==> src/rtl/wave_sequencer_if.sv <==
// ----------------------------------------------------------------------------
// wave_sequencer_if
//  Sample delivery channel between wave_sequencer and the sample consumer
//  (DAC/PWM stage). Valid/ready handshake: a sample is transferred on every
//  clock edge where sample_valid and sample_ready are both high.
//
//  Signals
//    sample        DATA_W  sample value, stable while sample_valid is high
//    sample_valid  1       sample available
//    sample_ready  1       consumer accepts the sample
//
//  Modports
//    master  producer side (wave_sequencer)
//    slave   consumer side
// ----------------------------------------------------------------------------
interface wave_sequencer_if #(
  parameter int DATA_W = 8
);
  logic [DATA_W-1:0] sample;
  logic              sample_valid;
  logic              sample_ready;

  modport master (
    output sample,
    output sample_valid,
    input  sample_ready
  );

  modport slave (
    input  sample,
    input  sample_valid,
    output sample_ready
  );
endinterface

==> src/rtl/wave_sequencer.sv <==
// ----------------------------------------------------------------------------
// wave_sequencer
//  Address generator for a 2^ADDR_W x DATA_W waveform ROM with a one-cycle
//  registered read. A phase accumulator advances by a programmable step per
//  delivered sample; the upper ADDR_W bits of the accumulator address the ROM.
//  Each sample is fetched, captured and then held on a valid/ready channel
//  until the consumer takes it. Playback is either one-shot (ends when the
//  accumulator overflows, with a one-cycle done pulse) or looped (wraps
//  forever until stop).
//
//  Ports
//    clk       in   system clock, all logic on posedge
//    reset     in   synchronous active-high reset
//    start     in   start pulse, honoured only when idle
//    stop      in   abort playback (level, checked every cycle)
//    loop      in   1 = wrap forever, 0 = one-shot; captured on start
//    step      in   ACC_W phase increment per sample; captured on start
//    rom_addr  out  ROM address, upper ADDR_W bits of the accumulator
//    rom_data  in   ROM read data, valid one cycle after rom_addr
//    smp       if   master side of the sample valid/ready channel
//    busy      out  high whenever playback is in progress
//    done      out  one-cycle pulse when a one-shot playback completes
//    gain      in   8-bit amplitude gain (only with AMP_SCALE_EN)
//
//  Build option
//    AMP_SCALE_EN  when defined, adds the gain port and captures
//                  (rom_data * (gain+1)) >> 8 instead of rom_data;
//                  gain = 8'hFF is unity.
// ----------------------------------------------------------------------------
module wave_sequencer #(
  parameter int ADDR_W = 8,
  parameter int DATA_W = 8,
  parameter int ACC_W  = 16
) (
  input  logic               clk,
  input  logic               reset,
  input  logic               start,
  input  logic               stop,
  input  logic               loop,
  input  logic [ACC_W-1:0]   step,
  output logic [ADDR_W-1:0]  rom_addr,
  input  logic [DATA_W-1:0]  rom_data,
  wave_sequencer_if.master   smp,
  output logic               busy,
  output logic               done
`ifdef AMP_SCALE_EN
  ,
  input  logic [7:0]         gain
`endif
);

  typedef enum logic [1:0] {
    S_IDLE,
    S_FETCH,
    S_WAIT,
    S_HOLD
  } state_t;

  state_t              state_q, state_d;
  logic [ACC_W-1:0]    acc_q, acc_d;
  logic                loop_q, loop_d;
  logic [ACC_W-1:0]    step_q, step_d;
  logic [DATA_W-1:0]   sample_q, sample_d;
  logic                valid_q, valid_d;
  logic                done_q, done_d;
  logic [ACC_W:0]      sum;

`ifdef AMP_SCALE_EN
  localparam int PROD_W = DATA_W + 9;

  // (d * (g + 1)) >> 8, computed as d*g + d to keep the multiplier at 8 bits.
  // The result never exceeds d, so truncation to DATA_W loses nothing.
  function automatic logic [DATA_W-1:0] scale_sample(input logic [DATA_W-1:0] d,
                                                     input logic [7:0]        g);
    logic [PROD_W-1:0] prod;
    prod = PROD_W'(d) * PROD_W'(g) + PROD_W'(d);
    return DATA_W'(prod >> 8);
  endfunction
`endif

  always_comb begin
    state_d  = state_q;
    acc_d    = acc_q;
    loop_d   = loop_q;
    step_d   = step_q;
    sample_d = sample_q;
    valid_d  = valid_q;
    done_d   = 1'b0;
    // Extra top bit is the carry that marks the end of a one-shot pass.
    sum      = {1'b0, acc_q} + {1'b0, step_q};

    case (state_q)
      S_IDLE: begin
        if (start && !stop) begin
          acc_d   = '0;
          loop_d  = loop;
          step_d  = step;
          state_d = S_FETCH;
        end
      end

      // rom_addr already shows acc_q; the ROM registers its data at this edge.
      S_FETCH: begin
        if (stop) begin
          acc_d   = '0;
          state_d = S_IDLE;
        end else begin
          state_d = S_WAIT;
        end
      end

      S_WAIT: begin
        if (stop) begin
          acc_d   = '0;
          valid_d = 1'b0;
          state_d = S_IDLE;
        end else begin
`ifdef AMP_SCALE_EN
          sample_d = scale_sample(rom_data, gain);
`else
          sample_d = rom_data;
`endif
          valid_d  = 1'b1;
          state_d  = S_HOLD;
        end
      end

      // Everything stays frozen until the consumer takes the sample. A stop
      // arriving with the handshake aborts without advancing the phase.
      S_HOLD: begin
        if (stop) begin
          acc_d   = '0;
          valid_d = 1'b0;
          state_d = S_IDLE;
        end else if (smp.sample_ready) begin
          valid_d = 1'b0;
          if (sum[ACC_W] && !loop_q) begin
            done_d  = 1'b1;
            acc_d   = '0;
            state_d = S_IDLE;
          end else begin
            acc_d   = sum[ACC_W-1:0];
            state_d = S_FETCH;
          end
        end
      end

      default: state_d = S_IDLE;
    endcase
  end

  always_ff @(posedge clk) begin
    if (reset) begin
      state_q  <= S_IDLE;
      acc_q    <= '0;
      loop_q   <= 1'b0;
      step_q   <= '0;
      sample_q <= '0;
      valid_q  <= 1'b0;
      done_q   <= 1'b0;
    end else begin
      state_q  <= state_d;
      acc_q    <= acc_d;
      loop_q   <= loop_d;
      step_q   <= step_d;
      sample_q <= sample_d;
      valid_q  <= valid_d;
      done_q   <= done_d;
    end
  end

  assign rom_addr         = acc_q[ACC_W-1 -: ADDR_W];
  assign smp.sample       = sample_q;
  assign smp.sample_valid = valid_q;
  assign busy             = (state_q != S_IDLE);
  assign done             = done_q;

endmodule

==> src/flat_wrapper.sv <==
// flat-port wrapper written by rule: the top's interface ports become plain ports
module wave_sequencer_flat 
#(
  parameter int ADDR_W = 8,
  parameter int DATA_W = 8,
  parameter int ACC_W  = 16
)
  (clk, reset, start, stop, loop, step, rom_addr, rom_data, busy, done, smp_sample, smp_sample_valid, smp_sample_ready);
  wave_sequencer_if #(.DATA_W(DATA_W)) smp_i ();
  input  logic clk;
  input  logic reset;
  input  logic start;
  input  logic stop;
  input  logic loop;
  input  logic [ACC_W-1:0] step;
  output logic [ADDR_W-1:0] rom_addr;
  input  logic [DATA_W-1:0] rom_data;
  output logic busy;
  output logic done;
  output wire logic [$bits(smp_i.sample)-1:0] smp_sample;
  output wire logic [$bits(smp_i.sample_valid)-1:0] smp_sample_valid;
  input wire logic [$bits(smp_i.sample_ready)-1:0] smp_sample_ready;
  assign smp_sample = smp_i.sample;
  assign smp_sample_valid = smp_i.sample_valid;
  assign smp_i.sample_ready = smp_sample_ready;
  wave_sequencer #(.ADDR_W(ADDR_W), .DATA_W(DATA_W), .ACC_W(ACC_W)) u_core (.clk(clk), .reset(reset), .start(start), .stop(stop), .loop(loop), .step(step), .rom_addr(rom_addr), .rom_data(rom_data), .smp(smp_i), .busy(busy), .done(done));
endmodule
==> config.mk <==
export PLATFORM = sky130hd
export DESIGN_NAME = wave_sequencer_flat
export DESIGN_NICKNAME = d
export VERILOG_FILES = /design/src/rtl/wave_sequencer_if.sv /design/src/rtl/wave_sequencer.sv /design/src/flat_wrapper.sv
export SDC_FILE = /design/constraint.sdc
export NUM_CORES = 1
export LEC_CHECK = 0
export CAP_MARGIN = 10
export CORE_MARGIN = 2
export CORE_UTILIZATION = 45
export CTS_CLUSTER_DIAMETER = 200
export CTS_CLUSTER_SIZE = 8
export DETAILED_ROUTE_END_ITERATION = 7
export DONT_BUFFER_PORTS = 1
export GPL_ROUTABILITY_DRIVEN = 0
export SLEW_MARGIN = 20
export SYNTH_ARGS = -nofsm -noshare
export SYNTH_HDL_FRONTEND = slang
export SYNTH_SLANG_ARGS = --single-unit
==> constraint.sdc <==
create_clock -name clk -period 5.5 [get_ports clk]
set_input_delay 0.55 -clock clk [delete_from_list [all_inputs] [get_ports clk]]
set_output_delay 0.55 -clock clk [all_outputs]
set_load 0.01 [all_outputs]
==> reports/qor.yml, run 1 <==
worst_setup_path:
  end_kind: "register"
  cp_slowest_stage_delay_ns: 0.55
  crit_buf_inv: 0
  crit_fanout: 17
  rrSetupSlack_ns: 3.00
  critical-path-top-delay-family: "simple AND/OR/NAND/NOR gates"
  worstPathRequired_ns: 5.74
  criticalPathCategory: "register to register"
  path_cells: "ha_1 > a21oi_2 > o21ai_1 > a22oi_2 > o21ai_2 > nor3_4 > or4b_1 > nand3_1"
  cp_data_arrival_time_ns: 2.74
  start_kind: "register"
  cp_slowest_cell: "nor3_4"
sta:
  slew_viol_final: 0
  setup_viol: 0
  max_slew_margin_pct: 42.7
  hold_violations: 0
  clock-skew-final_ns: 0.0110
  fmax_ghz: 0.400
  fin_crit_sh_pct: 45.5
  setup_tns_ns: 0
  worst_slew_pin_slew_ns: 0.859
  fin_crit_ns: 2.50
  rsz0062_at_grt: "no"
drt:
  viasPerCell: 5.45
  drcViolationCount: 0
  drt_first_pass_iters: 4
  wl_per_cell_um: 14.1
  routed_wl_mm: 5.21
  postRouteAntennaNets: 0
  dr_total_vias: 2016
  drt_iter0_markers: 91
layout:
  fin_nets: 349
  area_growth_syn_to_layout_pct: 1.49
  drive_above_1_share_pct: 6.71
  utilization_pct: 46.8
  n_fill_cell: 573
  finalInstanceArea_um2: 2560
  final_cells: 370
  diodes: 0
logic_synthesis:
  seq_area_frac_synth_pct: 35.7
  synth.area.top_cells: "dfxtp_1 (36%), ha_1 (9.9%), nand2_1 (9.2%)"
  synth_top_area_share_pct: 35.7
  yosysTopAreaCell: "dfxtp_1"
  yosys_warnings: 0
  synth_nets: 363
  ys_seq_elements: 45
  syn_area_um2: 2520
  syn_inst: 312
  syn_avg_cell_area_um2: 8.08
  synth_cell_type_count: 42
clocking:
  postCtsHoldBufs: 0
  htreeDepth: 2
  post_cts_buffers: 0
  cts_resized: 0
  insertion_delay_ns: 0.30
  path_clk_slew_ns: 0.09
  clock_sinks: 45
  numCtsBuffers: 5
  cts_buffer_depth: 2
  cts_tree: "done"
  cts-root-buf: "clkbuf_8"
die:
  coreArea_um2: 5470
  die_w_um: 78.9
  ios: 49
  row_count: 27
  chipHeight_um: 78.9
  initial_core_util_pct: 46.1
  dieArea_um2: 6220
placed_design:
  dpl.cell_count: 363
  dpl_cell_area_um2: 2470
  dp_hpwl_mm: 3.68
  portBuffers: 0
outcome:
  status: "completed"
power:
  leakage_nw: 1.02
  max-vdd-ir-drop_mv: 0.136
  power_density_nw_per_um2: 236
grt:
  grt_antenna_before_repair: 0
  grt_max_degree: 51
  grt_pass1_wl_mm: 8.61
  overflow: 0
  grt_usage_pct: 17.4
  grt_pass1_vias: 1892
job:
  cap_violations: 0
hold_path:
  hp-class: "input port to register"
## through the flow
stage                     total power (W)  worst slack [ns]  hold slack, ns
after floorplan                  0.000397              3.40           0.440
after global placement           0.000402              3.05           0.444
after detailed placement         0.000403              2.99           0.447
after CTS                        0.000611              2.98           0.303
after global routing             0.000630              2.80           0.294
final                            0.000604              3.00           0.316
## final timing paths
| path | from | to | depth (start not counted) |
|---|---|---|---|
| max | u_core.acc_q[9] | u_core.acc_q[15] | 8 |
| min | reset | u_core.acc_q[11] | 1 |
| max reg2reg | u_core.acc_q[9] | u_core.acc_q[15] | 8 |
| min reg2reg | u_core.step_q[14] | u_core.step_q[14] | 2 |
## final cells by class
| type | count | area, µm² | area share [%] |
|---|---|---|---|
| timing repair buffer | 1 | 7.51 | 0.293 |
| inverter | 13 | 48.8 | 1.91 |
| clock buffer | 7 | 86.3 | 3.37 |
| sequential | 45 | 901 | 35.2 |
| multi-input combinational | 232 | 1430 | 55.7 |
| tap | 72 | 90.1 | 3.52 |
## flip-flops by register name, indices dropped and copies added (netlist names)
register / flops
u_core.loop_q: 1
u_core.state_q: 2
u_core.done: 1
u_core.acc_q: 16
u_core.smp.sample: 8
u_core.smp.sample_valid: 1
u_core.step_q: 16
## cells by family (layout without fill, tap and decap cells)
logic type               Yosys count  in the layout  share of synthesized area (%)
AND/OR/NAND/NOR                  114            114                           20.4
AO/OA/AOI/OAI                     87             87                           21.7
flip-flops                        45             45                           35.7
buffers and inverters             35             21                           7.94
adder cells (fa/ha/maj)           21             21                           10.7
XOR/XNOR                          10             10                           3.47
## Yosys cell counts (all sizes together)
library cell   n
a21oi         44
a31oi          1
xnor2          5
nand2b         5
nor3           6
nor4           1
a21boi         1
clkbuf        12
buf           10
a22oi         12
a21o           3
xor2           5
a211o          2
o22ai          1
o211ai         3
nand4b         1
nand4          1
nor2          23
fa             1
dfxtp         45
nand2         62
a32oi          2
inv           13
ha            20
nand3b         5
a211oi         3
o31a           1
nor2b          2
nand3          4
or3            2
or2b           1
or4b           1
o21ai         14
## placed cells by master, fill, tap and decap left out, drive strengths merged
master	count
a211o	2
a211oi	3
a21boi	1
a21o	3
a21oi	44
a22oi	12
a31oi	1
a32oi	2
buf	1
clkbuf	7
dfxtp	45
fa	1
ha	20
inv	13
nand2	62
nand2b	5
nand3	4
nand3b	5
nand4	1
nand4b	1
nor2	23
nor2b	2
nor3	6
nor4	1
o211ai	3
o21ai	14
o22ai	1
o31a	1
or2b	1
or3	2
or4b	1
xnor2	5
xor2	5
## per-layer routing
metal	global-route usage (%)	wire, µm	vias to the layer above
met5	0	0	-
met4	6.38	89	0
met3	5.23	323	8
met2	28.2	2340	45
met1	22.0	2450	926
li1	-	-	1037
## power by group
group          switching [W]  internal (W)
Clock               0.000109     0.0000999
Combinational      0.0000369     0.0000185
Sequential        0.00000546      0.000334
Total               0.000151      0.000452
(Power assumes the default switching activity.)
==> run 2, diff against run 1 <==
==> constraint.sdc (replaced) <==
create_clock -name clk -period 2.31 [get_ports clk]
set_input_delay 0.231 -clock clk [delete_from_list [all_inputs] [get_ports clk]]
set_output_delay 0.231 -clock clk [all_outputs]
set_load 0.01 [all_outputs]
==> reports/qor.yml, run 2 (same netlist as run 1, synthesis figures left out) <==
drt:
  wl_per_cell_um: 13.9
  dr_total_vias: 2063
  routed_wl_mm: 5.38
  postRouteAntennaNets: 0
  drt_first_pass_iters: 4
  drcViolationCount: 0
  viasPerCell: 5.33
  drt_iter0_markers: 119
layout:
  diodes: 0
  area_growth_syn_to_layout_pct: 7.94
  mostFrequentLayoutCells: "nand2_1 (62), dfxtp_1 (45), a21oi_1 (38)"
  finalInstanceArea_um2: 2720
  final_common_cell: "nand2_1"
  fin_nets: 366
  drive_above_1_share_pct: 12.4
clocking:
  numCtsBuffers: 5
  cts_tree: "done"
  cts_buffer_depth: 2
  cts-root-buf: "clkbuf_8"
  clock_sinks: 45
  insertion_delay_ns: 0.29
  path_clk_slew_ns: 0.08
  htreeDepth: 2
worst_setup_path:
  worstPathRequired_ns: 2.55
  criticalPathCategory: "register to register"
  end_kind: "register"
  crit_fanout: 9
  cp_data_arrival_time_ns: 2.42
  start_kind: "register"
placed_design:
  portBuffers: 0
  dp_hpwl_mm: 3.78
  dpl_cell_area_um2: 2570
die:
  row_count: 27
  dieArea_um2: 6220
  chipHeight_um: 78.9
  ios: 49
  die_w_um: 78.9
  initial_core_util_pct: 46.1
  coreArea_um2: 5470
grt:
  grt_usage_pct: 18.8
  grt_antenna_before_repair: 0
  overflow: 0
  grt_pass1_vias: 2030
  grt_pass1_wl_mm: 9.26
  grt_max_degree: 36
sta:
  worst_slew_pin_slew_ns: 0.696
  rsz0062_at_grt: "yes"
  fmax_ghz: 0.459
  setup_tns_ns: 0
  hold_violations: 0
  clock-skew-final_ns: 0.00533
  fin_crit_ns: 2.18
  max_slew_margin_pct: 53.6
  slew_viol_final: 0
  fin_crit_sh_pct: 94.3
  setup_viol: 0
power:
  max-vdd-ir-drop_mv: 0.311
  power_density_nw_per_um2: 535
  leakage_nw: 1.12
outcome:
  status: "completed"
job:
  cap_violations: 0
hold_path:
  hp-class: "input port to register"
[run 2: changes by cell type in the layout (fill, tap and decap cells not counted), sizes merged]
cell	previous run	this run
buf	1	17
dlygate4sd3	0	1
[run 2: metrics by stage]
stage	power [W]	std cells	setup slack [ns]	hold WS [ns]	util (%)
finish	0.00146	387	0.132	0.0512	49.7
global route	0.00153	387	0.00129	0.0405	49.7
CTS	0.00148	385	0.0237	0.0470	49.1
detailed placement	0.000969	376	0.0412	0.307	47.0
global placement	0.000967	376	0.122	0.306	47.0
floorplan	0.000946	312	0.212	0.349	-
[run 2: routing by layer]
layer	up-vias	track usage, %	part of all wire [%]
met1	946	23.5	48
met3	4	4.55	4.3
li1	1074	-	-
met2	39	32.2	47
met5	-	0	0
met4	0	5.17	0.82
[run 2: timing repair]
item,CTS,global route
endpoints found under the setup margin,0,17
endpoints found under the hold margin,35,0
resized for setup,0,4
setup buffers,0,2
hold buffers,2,0
[run 2: worst paths after layout]
kind                          from                to  slack [ns]  cells past startpoint
setup / recovery  u_core.step_q[7]  u_core.acc_q[15]        0.13                      9
setup reg to reg  u_core.step_q[7]  u_core.acc_q[15]        0.13                      9
hold reg to reg   u_core.step_q[8]  u_core.step_q[8]        0.46                      2
hold / removal    smp_sample_ready       u_core.done        0.05                      2
[run 2: area by class of cell]
class | count | area [µm²]
fillers | 565 | 2750
repair buffers | 18 | 154
clock buffers | 7 | 86.3
well taps | 72 | 90.1
inverters | 13 | 48.8
flip-flops and latches | 45 | 901
multi-input cells | 232 | 1440
[run 2: power breakdown]
| group | internal [W] | switching [W] | total [W] | leakage, nW |
|---|---|---|---|---|
| clock network | 0.000238 | 0.000252 | 0.000489 | 0.0443 |
| logic | 0.0000561 | 0.000104 | 0.000160 | 0.713 |
| registers | 0.000795 | 0.0000134 | 0.000808 | 0.364 |
[run 2: critical path, stage by stage, from the launching register on]
cell and delay [ns]:
dfxtp_1 0.32, ha_1 0.40, a21oi_2 0.19, nand2_1 0.08, o21ai_2 0.22, o21ai_2 0.10, nor3_4 0.14, buf_6 0.16
or4b_1 0.43, nand3_1 0.08
